$ cat src/rtl/nphase_pkg.sv
`default_nettype none
// ============================================================================
// nphase_pkg : shared FSM state type and zero-clamp helper for the
//              N-phase non-overlapping clock generator.
// Rev 1.0
// ============================================================================
package nphase_pkg;

    typedef enum logic [1:0] {
        ST_IDLE   = 2'd0,
        ST_ACTIVE = 2'd1,
        ST_DEAD   = 2'd2
    } state_t;

    // Intervals of zero length are promoted to one cycle.
    function automatic logic [31:0] max1(input logic [31:0] v);
        return (v == 32'd0) ? 32'd1 : v;
    endfunction

endpackage
`default_nettype wire

$ cat src/rtl/nonoverlap_timer.sv
`default_nettype none
// ============================================================================
// nonoverlap_timer : loadable down-counter timing the high and dead intervals.
// Rev 1.0
// ============================================================================
module nonoverlap_timer #(
    parameter int W = 8
) (
    input  logic         clk,
    input  logic         rst,
    input  logic         i_load,
    input  logic [W-1:0] i_load_val,
    input  logic         i_dec,
    output logic [W-1:0] o_value,
    output logic         o_zero
);

    logic [W-1:0] r_count;

    always_ff @(posedge clk or posedge rst) begin
        if (rst) begin
            r_count <= '0;
        end else if (i_load) begin
            r_count <= i_load_val;
        end else if (i_dec) begin
            r_count <= r_count - W'(1);
        end
    end

    assign o_value = r_count;
    assign o_zero  = (r_count == '0);

endmodule
`default_nettype wire

$ cat src/rtl/nphase_nonoverlap_gen.sv
`default_nettype none
// ============================================================================
// nphase_nonoverlap_gen : counter-based N-phase non-overlapping clock generator
//                         with programmable high/dead time and graceful stop.
// Rev 1.0
// ============================================================================
module nphase_nonoverlap_gen
    import nphase_pkg::*;
#(
    parameter int N_PHASES = 2,
    parameter int HW       = 8,
    parameter int DW       = 4,
    parameter int PW       = $clog2(N_PHASES)
) (
    input  logic                CLK_IN,
    input  logic                RST,
    input  logic                EN,
    input  logic [HW-1:0]       HIGH_CYC,
    input  logic [DW-1:0]       DEAD_CYC,
    output logic [N_PHASES-1:0] PHI_OUT,
    output logic [N_PHASES-1:0] PHI_OUT_N,
    output logic [PW-1:0]       PHASE_IDX,
    output logic                CYCLE_DONE,
    output logic                BUSY
);

    localparam int TW = (HW > DW) ? HW : DW;
    localparam logic [N_PHASES-1:0] c_phi0 = {{(N_PHASES-1){1'b0}}, 1'b1};
    localparam logic [PW-1:0]       c_last = PW'(N_PHASES - 1);

    state_t              r_state, w_state_nxt;
    logic [N_PHASES-1:0] r_phi, r_phi_n, w_phi_nxt;
    logic [PW-1:0]       r_idx, w_idx_nxt;
    logic                r_done, w_done_nxt;
    logic [HW-1:0]       r_high, w_high_nxt, w_high_in;
    logic [DW-1:0]       r_dead, w_dead_nxt, w_dead_in;
    logic                w_start;
    logic                w_tmr_load, w_tmr_dec, w_tmr_zero;
    logic [TW-1:0]       w_tmr_val, w_tmr_value;

    assign w_high_in = HW'(max1(32'(HIGH_CYC)));
    assign w_dead_in = DW'(max1(32'(DEAD_CYC)));

    nonoverlap_timer #(
        .W (TW)
    ) u_timer (
        .clk        (CLK_IN),
        .rst        (RST),
        .i_load     (w_tmr_load),
        .i_load_val (w_tmr_val),
        .i_dec      (w_tmr_dec),
        .o_value    (w_tmr_value),
        .o_zero     (w_tmr_zero)
    );

    // Timer saturates at zero; a load on the same edge takes priority.
    assign w_tmr_dec = (r_state != ST_IDLE) && (w_tmr_value != '0);

    always_comb begin
        w_state_nxt = r_state;
        w_phi_nxt   = r_phi;
        w_idx_nxt   = r_idx;
        w_done_nxt  = 1'b0;
        w_high_nxt  = r_high;
        w_dead_nxt  = r_dead;
        w_start     = 1'b0;
        w_tmr_load  = 1'b0;
        w_tmr_val   = '0;

        case (r_state)
            ST_IDLE: begin
                w_start = EN;
            end
            ST_ACTIVE: begin
                if (w_tmr_zero) begin
                    w_state_nxt = ST_DEAD;
                    w_phi_nxt   = '0;
                    w_tmr_load  = 1'b1;
                    w_tmr_val   = TW'(r_dead) - TW'(1);
                end
            end
            ST_DEAD: begin
                if (w_tmr_zero) begin
                    if (r_idx == c_last) begin
                        w_done_nxt  = 1'b1;
                        w_start     = EN;
                        w_state_nxt = ST_IDLE;
                    end else begin
                        w_state_nxt = ST_ACTIVE;
                        w_idx_nxt   = r_idx + PW'(1);
                        w_phi_nxt   = c_phi0 << w_idx_nxt;
                        w_tmr_load  = 1'b1;
                        w_tmr_val   = TW'(r_high) - TW'(1);
                    end
                end
            end
            default: begin
                w_state_nxt = ST_IDLE;
                w_phi_nxt   = '0;
            end
        endcase

        // Cycle start: configuration is captured only here.
        if (w_start) begin
            w_state_nxt = ST_ACTIVE;
            w_idx_nxt   = '0;
            w_phi_nxt   = c_phi0;
            w_high_nxt  = w_high_in;
            w_dead_nxt  = w_dead_in;
            w_tmr_load  = 1'b1;
            w_tmr_val   = TW'(w_high_in) - TW'(1);
        end
    end

    always_ff @(posedge CLK_IN or posedge RST) begin
        if (RST) begin
            r_state <= ST_IDLE;
            r_phi   <= '0;
            r_phi_n <= '1;
            r_idx   <= '0;
            r_done  <= 1'b0;
            r_high  <= '0;
            r_dead  <= '0;
        end else begin
            r_state <= w_state_nxt;
            r_phi   <= w_phi_nxt;
            r_phi_n <= ~w_phi_nxt;
            r_idx   <= w_idx_nxt;
            r_done  <= w_done_nxt;
            r_high  <= w_high_nxt;
            r_dead  <= w_dead_nxt;
        end
    end

    assign PHI_OUT    = r_phi;
    assign PHI_OUT_N  = r_phi_n;
    assign PHASE_IDX  = r_idx;
    assign CYCLE_DONE = r_done;
    assign BUSY       = (r_state != ST_IDLE);

endmodule
`default_nettype wire
$ cat config.mk
export PLATFORM = sky130hd
export DESIGN_NAME = nphase_nonoverlap_gen
export DESIGN_NICKNAME = d
export VERILOG_FILES = /design/src/rtl/nphase_pkg.sv /design/src/rtl/nonoverlap_timer.sv /design/src/rtl/nphase_nonoverlap_gen.sv
export SDC_FILE = /design/constraint.sdc
export NUM_CORES = 1
export LEC_CHECK = 0
export ABC_CLOCK_PERIOD_IN_PS = 2800
export BUFFER_PORTS_ARGS = -buffer_cell sky130_fd_sc_hd__buf_2
export CAP_MARGIN = 5
export CELL_PAD_IN_SITES_DETAIL_PLACEMENT = 2
export CELL_PAD_IN_SITES_GLOBAL_PLACEMENT = 2
export CORE_MARGIN = 3
export CORE_UTILIZATION = 37
export CTS_BUF_LIST = sky130_fd_sc_hd__clkbuf_4 sky130_fd_sc_hd__clkbuf_8
export DETAILED_ROUTE_END_ITERATION = 12
export PLACE_DENSITY = 0.89
export SYNTH_ARGS = -nofsm -noshare
export SYNTH_HDL_FRONTEND = slang
export SYNTH_SLANG_ARGS = --single-unit
$ cat constraint.sdc
create_clock -name CLK_IN -period 2.8 [get_ports CLK_IN]
set_input_delay 0.56 -clock CLK_IN [delete_from_list [all_inputs] [get_ports CLK_IN]]
set_output_delay 0.56 -clock CLK_IN [all_outputs]
set_load 0.02 [all_outputs]
Word level (Yosys, flattened, before mapping) --
Index checks and enable logic that the tools add are counted.
Storage, ports and cells: flip-flop bits (word level) 28, output and inout bits 7, logic and storage cells 66
Cells by class: add/sub/neg operators 5, eq/ne operators 5, shift operators 1, muxes and demuxes 34, bitwise logic cells 1, reduce and logical (&&, ||, !) cells 12
Operators by type and width (number):
- 2-to-1 mux 8 bit | 7
- subtractor 8 x 1 -> 8 bit (second input constant) | 3
- logical NOT 8 bit | 2
- one-hot mux 8 bit (2 select lines) | 1
- 2-to-1 mux 1 bit | 14
- 2-to-1 mux 2 bit | 7
- one-hot mux 2 bit (3 select lines) | 2
- nonzero test 2 bit | 4
- nonzero test 8 bit | 1
- != test 3 x 2 -> 1 bit (second input constant) | 2
- subtractor 4 x 1 -> 5 bit (second input constant) | 1
- logical NOT 4 bit | 1
- 2-to-1 mux 4 bit | 1
- one-hot mux 1 bit (2 select lines) | 2
- AND reduction 3 bit | 1
- == test 2 x 1 -> 1 bit (second input constant) | 1
- == test 2 bit (second input constant) | 1
- logical NOT 2 bit | 1
- != test 2 bit (second input constant) | 1
- NOT 2 bit | 1
- AND reduction 2 bit | 1
- left shift 1 x 1 -> 2 bit (first input constant) | 1
- adder 1 bit (second input constant) | 1
- logical AND 1 bit | 1

Depth between registers and ports, before layout --
depth in word-level cells 7, depth in mapped cells 9

Hierarchy --
Synthesis repeated with hierarchy kept, for this count alone.
Unflattened totals: cell total of the unflattened synthesis 221, area, all modules 1869.3 µm²
Modules (own cells, without submodules):
- nphase_nonoverlap_gen | times used 1, cells an instance 166, area each 1382.6 µm²
- nonoverlap_timer | times used 1, cells an instance 55, area each 486.7 µm²

Least setup slack after synthesis --
Ideal clock, no wire load.
path type in2reg, start point input port HIGH_CYC[4], end point register u_timer.r_count[6], in the netlist u_timer.o_value[6], arrival 2236 ps, required time 2674 ps, slack 438 ps, stages 9, buffers on the path 0, cell sequence or4_4 > nor4_1 > nor2_1 > ha_1 > inv_1 > nor2_1 > xnor2_1 > nor2_1 > o32a_1
Between the ends: longest elaborated chain between the ends 5
RTL lines:
- from (decl) | line nphase_nonoverlap_gen.sv:18 | input logic [HW-1:0] HIGH_CYC,
- logical NOT 8 bit | line nphase_pkg.sv:17 | return (v == 32'd0) ? 32'd1 : v;
- 2-to-1 mux 8 bit (*) | line nphase_pkg.sv:17
- subtractor 8 x 1 -> 8 bit (*) | line nphase_nonoverlap_gen.sv:111 | w_tmr_val = TW'(w_high_in) - TW'(1);
- 2-to-1 mux 8 bit (*) | line nphase_nonoverlap_gen.sv:104 | if (w_start) begin
- 2-to-1 mux 8 bit (*) | line nonoverlap_timer.sv:23 | end else if (i_load) begin
- to (signal assigned) | line nonoverlap_timer.sv:24 | r_count <= i_load_val;
- to (signal assigned) | line nonoverlap_timer.sv:26 | r_count <= r_count - W'(1);
- to (decl) | line nonoverlap_timer.sv:18 | logic [W-1:0] r_count;
Every way passes the cells marked *; elsewhere a longest branch is shown, timed or not. A chain may end at the register's enable or synchronous reset.

Worst setup path after layout --
start point register u_timer.r_count[0], in the netlist u_timer.o_value[0], end point register u_timer.r_count[6], in the netlist u_timer.o_value[6]
Between the ends: longest elaborated chain between the ends 5, elaborated cells between the ends (all ways) 17
RTL lines:
- branches (longest 5 deep; another with subtractor 8 x 1 -> 8 bit)
Several ways; the timed one is not identified. The select of a mux whose other input is x is not followed.

==> impl_metrics.env <==
export IMPL_drt_iter0_drc=127
export IMPL_crit_chain="inv_1 > ha_1 > nor3b_1 > nand2_2 > a21oi_2 > a311oi_1 > o32a_1"
export IMPL_cellPowerDensity_nw_per_um2=374
export IMPL_outcome="finished clean"
export IMPL_yosysSeqAreaShare_pct=38.3
export IMPL_ir_worst_vdd_mv=0.283
export IMPL_rows=24
export IMPL_wl_mm=5.92
export IMPL_die_x_um=76.4
export IMPL_grt_overflow_total=0
export IMPL_ys_flop_type="dfrtp_1"
export IMPL_syn_to_final_growth_pct=14.3
export IMPL_post_cts_buffers=0
export IMPL_p_seq_share_pct=51.5
export IMPL_slowest_stage="nor3b_1"
export IMPL_min_path_type="primary input to async pin"
export IMPL_ys_types=50
export IMPL_crit_required_ns=2.98
export IMPL_critical_path_startpoint_type="flip-flop"
export IMPL_critPathMaxStageDelay_ns=0.55
export IMPL_p_int_uw=612
export IMPL_drive_gt1_share_pct=16.5
export IMPL_drv_cap=0
export IMPL_finalSetupViolations=0
export IMPL_report_final_slew_viol_count=0
export IMPL_critPathMaxFanout=9
export IMPL_yosysTopAreaCell="dfrtp_1"
export IMPL_p_switching_uw=172
export IMPL_final_min_clock_period_ns=2.55
export IMPL_dieArea_um2=5840
export IMPL_diodes=0
export IMPL_antenna_found_initial=0
export IMPL_final_core_util_pct=46.0
export IMPL_finalHoldViolations=0
export IMPL_num_vias=1703
export IMPL_start_util_pct=40.2
export IMPL_critPathBufInv=1
export IMPL_r2r_setup_slack_ns=0.25
export IMPL_firstDrtPassIters=4
export IMPL_crit_family="compound AO/OA/AOI/OAI gates"
export IMPL_nFillCells=516
export IMPL_grt_pass1_wl_mm=9.79
export IMPL_power_leakage_uw=0.000957
export IMPL_routedWlPerCell_um=20.0
export IMPL_syn_inst=208
export IMPL_pwr_share_clk_pct=42.7
export IMPL_worstMarginPinSlew_ns=0.659
export IMPL_synth_warnings=0
export IMPL_rsz0062_at_grt="no"
export IMPL_synth_common_cells="dfrtp_1, nand2_1, inv_1"
export IMPL_grt_use_total_pct=21.0
export IMPL_synth_edf_count=0
export IMPL_cts_inserted_buffers=3
export IMPL_hpwl_mm=4.27
export IMPL_clockRootBuffer="clkbuf_8"
export IMPL_synth_top_area_share_pct=35.4
export IMPL_cts_buffer_depth=2
export IMPL_io_pin_count=22
export IMPL_pwr_share_comb_pct=5.8
export IMPL_nets=257
export IMPL_core_area_um2=4560
export IMPL_avgSynthCellArea_um2=8.82
export IMPL_syn_area_um2=1840
export IMPL_clock_skew_ns=0.00640
export IMPL_finalPower_uw=784
export IMPL_ctsHoldBuffers=0
export IMPL_grt_pass1_vias=1886
export IMPL_timing_fmax_mhz=391
export IMPL_max_slew_margin_pct=55.5
export IMPL_path_class="flip-flop to flip-flop"
export IMPL_drtAntennaViolNets=0
export IMPL_async_flop_share_pct=100
export IMPL_port_buffers=21
export IMPL_switching_share_pct=22.0
export IMPL_worst_setup_path_end_kind="flip-flop"
export IMPL_finalCritPeriodShare_pct=91.2
export IMPL_die_y_um=76.4
export IMPL_cts_num_sinks=28
export IMPL_syn_num_nets=233
export IMPL_gp_congestion=0.795
export IMPL_drc_errors=0
export IMPL_cts_resized=0
export IMPL_vias_per_cell=5.75
export IMPL_clock_latency_ns=0.29
export IMPL_tritoncts="built"
export IMPL_cts_clk_slew_worst_paths_ns=0.11
export IMPL_setup_tns_final_ns=0
export IMPL_synthTopCellsByArea="dfrtp_1, ha_1, nand2_1, a21oi_1, inv_1"
export IMPL_cts_max_level=1
export IMPL_ys_seq_elements=28
export IMPL_grt_max_degree=29
export IMPL_arrival_ns=2.73
## kinds of logic after synthesis
family,count (synthesis),synth area share (%)
AND/OR/NAND/NOR,72,20.3
AO/OA/AOI/OAI,60,22.2
adder cells (fa/ha/maj),10,6.82
flip-flops,28,38.3
multiplexers,3,1.84
buffers and inverters,23,4.84
XOR/XNOR,12,5.73
## path summary, 6_finish.rpt
check	startpoint	to	cells after the start
max reg2reg	u_timer.o_value[0]	u_timer.o_value[6]	7
max in group asynchronous	RST	PHI_OUT_N[0]	3
min reg2reg	r_high[7]	r_high[7]	2
max	u_timer.o_value[0]	u_timer.o_value[6]	7
min in group CLK_IN	DEAD_CYC[2]	r_dead[2]	3
min	RST	r_dead[0]	3
## cells in the final DEF, fill, tap and decap left out, drive strengths merged, types with 5 or more instances in the layout
master / count
xor2: 7
inv: 17
nor2: 15
nand2: 27
ha: 10
dfrtp: 26
buf: 25
nor3: 5
a21oi: 16
xnor2: 5
o21ai: 13
## stage by stage
stage | cell area [um^2] | hold slack (ns) | instances | setup slack [ns]
final | 2100 | 0.328 | 296 | 0.246
after detailed placement | 2030 | 0.500 | 292 | 0.0923
after CTS | 2100 | 0.342 | 296 | 0.297
after global routing | 2100 | 0.367 | 296 | 0.125
after global placement | 2030 | 0.493 | 292 | 0.233
after floorplan | 1840 | 0.466 | 208 | 0.438
## worst min-delay path: stages
cell and delay [ns]:
buf_2 0.10, inv_1 0.04, buf_4 0.34
## cell type report
class / count / area, um^2 / share of cell area (%)
Clock buffer: 3 / 41.3 / 1.97
Clock inverter: 1 / 30.0 / 1.43
Inverter: 17 / 63.8 / 3.04
Multi-Input combinational cell: 157 / 1040 / 49.7
Sequential cell: 28 / 703 / 33.5
Tap cell: 65 / 81.3 / 3.88
Timing Repair Buffer: 25 / 135 / 6.44
## per-layer routing
metal  GRT usage (%)  up-vias  share of wire, %
li1                -      794                 -
met1            26.7      867                44
met2            37.8       33                51
met3            2.48        9               3.6
met4            4.53        0               1.1
met5               0        -                 0
## power groups by stage
stage / registers [uW] / clock network (uW) / logic, uW
2_1_floorplan: 412 / 0 / 17.7
3_3_place_gp: 412 / 0 / 41.7
3_5_place_dp: 412 / 0 / 43.4
4_1_cts: 404 / 339 / 45.7
5_1_grt: 404 / 354 / 50.3
6_report: 404 / 335 / 45.3
## sequential cells by signal, indices dropped and copies added, names as in the netlist
| name | flops |
|---|---|
| PHI_OUT | 2 |
| PHI_OUT_N | 2 |
| CYCLE_DONE | 1 |
| r_high | 8 |
| u_timer.o_value | 8 |
| PHASE_IDX | 1 |
| r_state | 2 |
| r_dead | 4 |
Power figures use the tool's default switching activity.
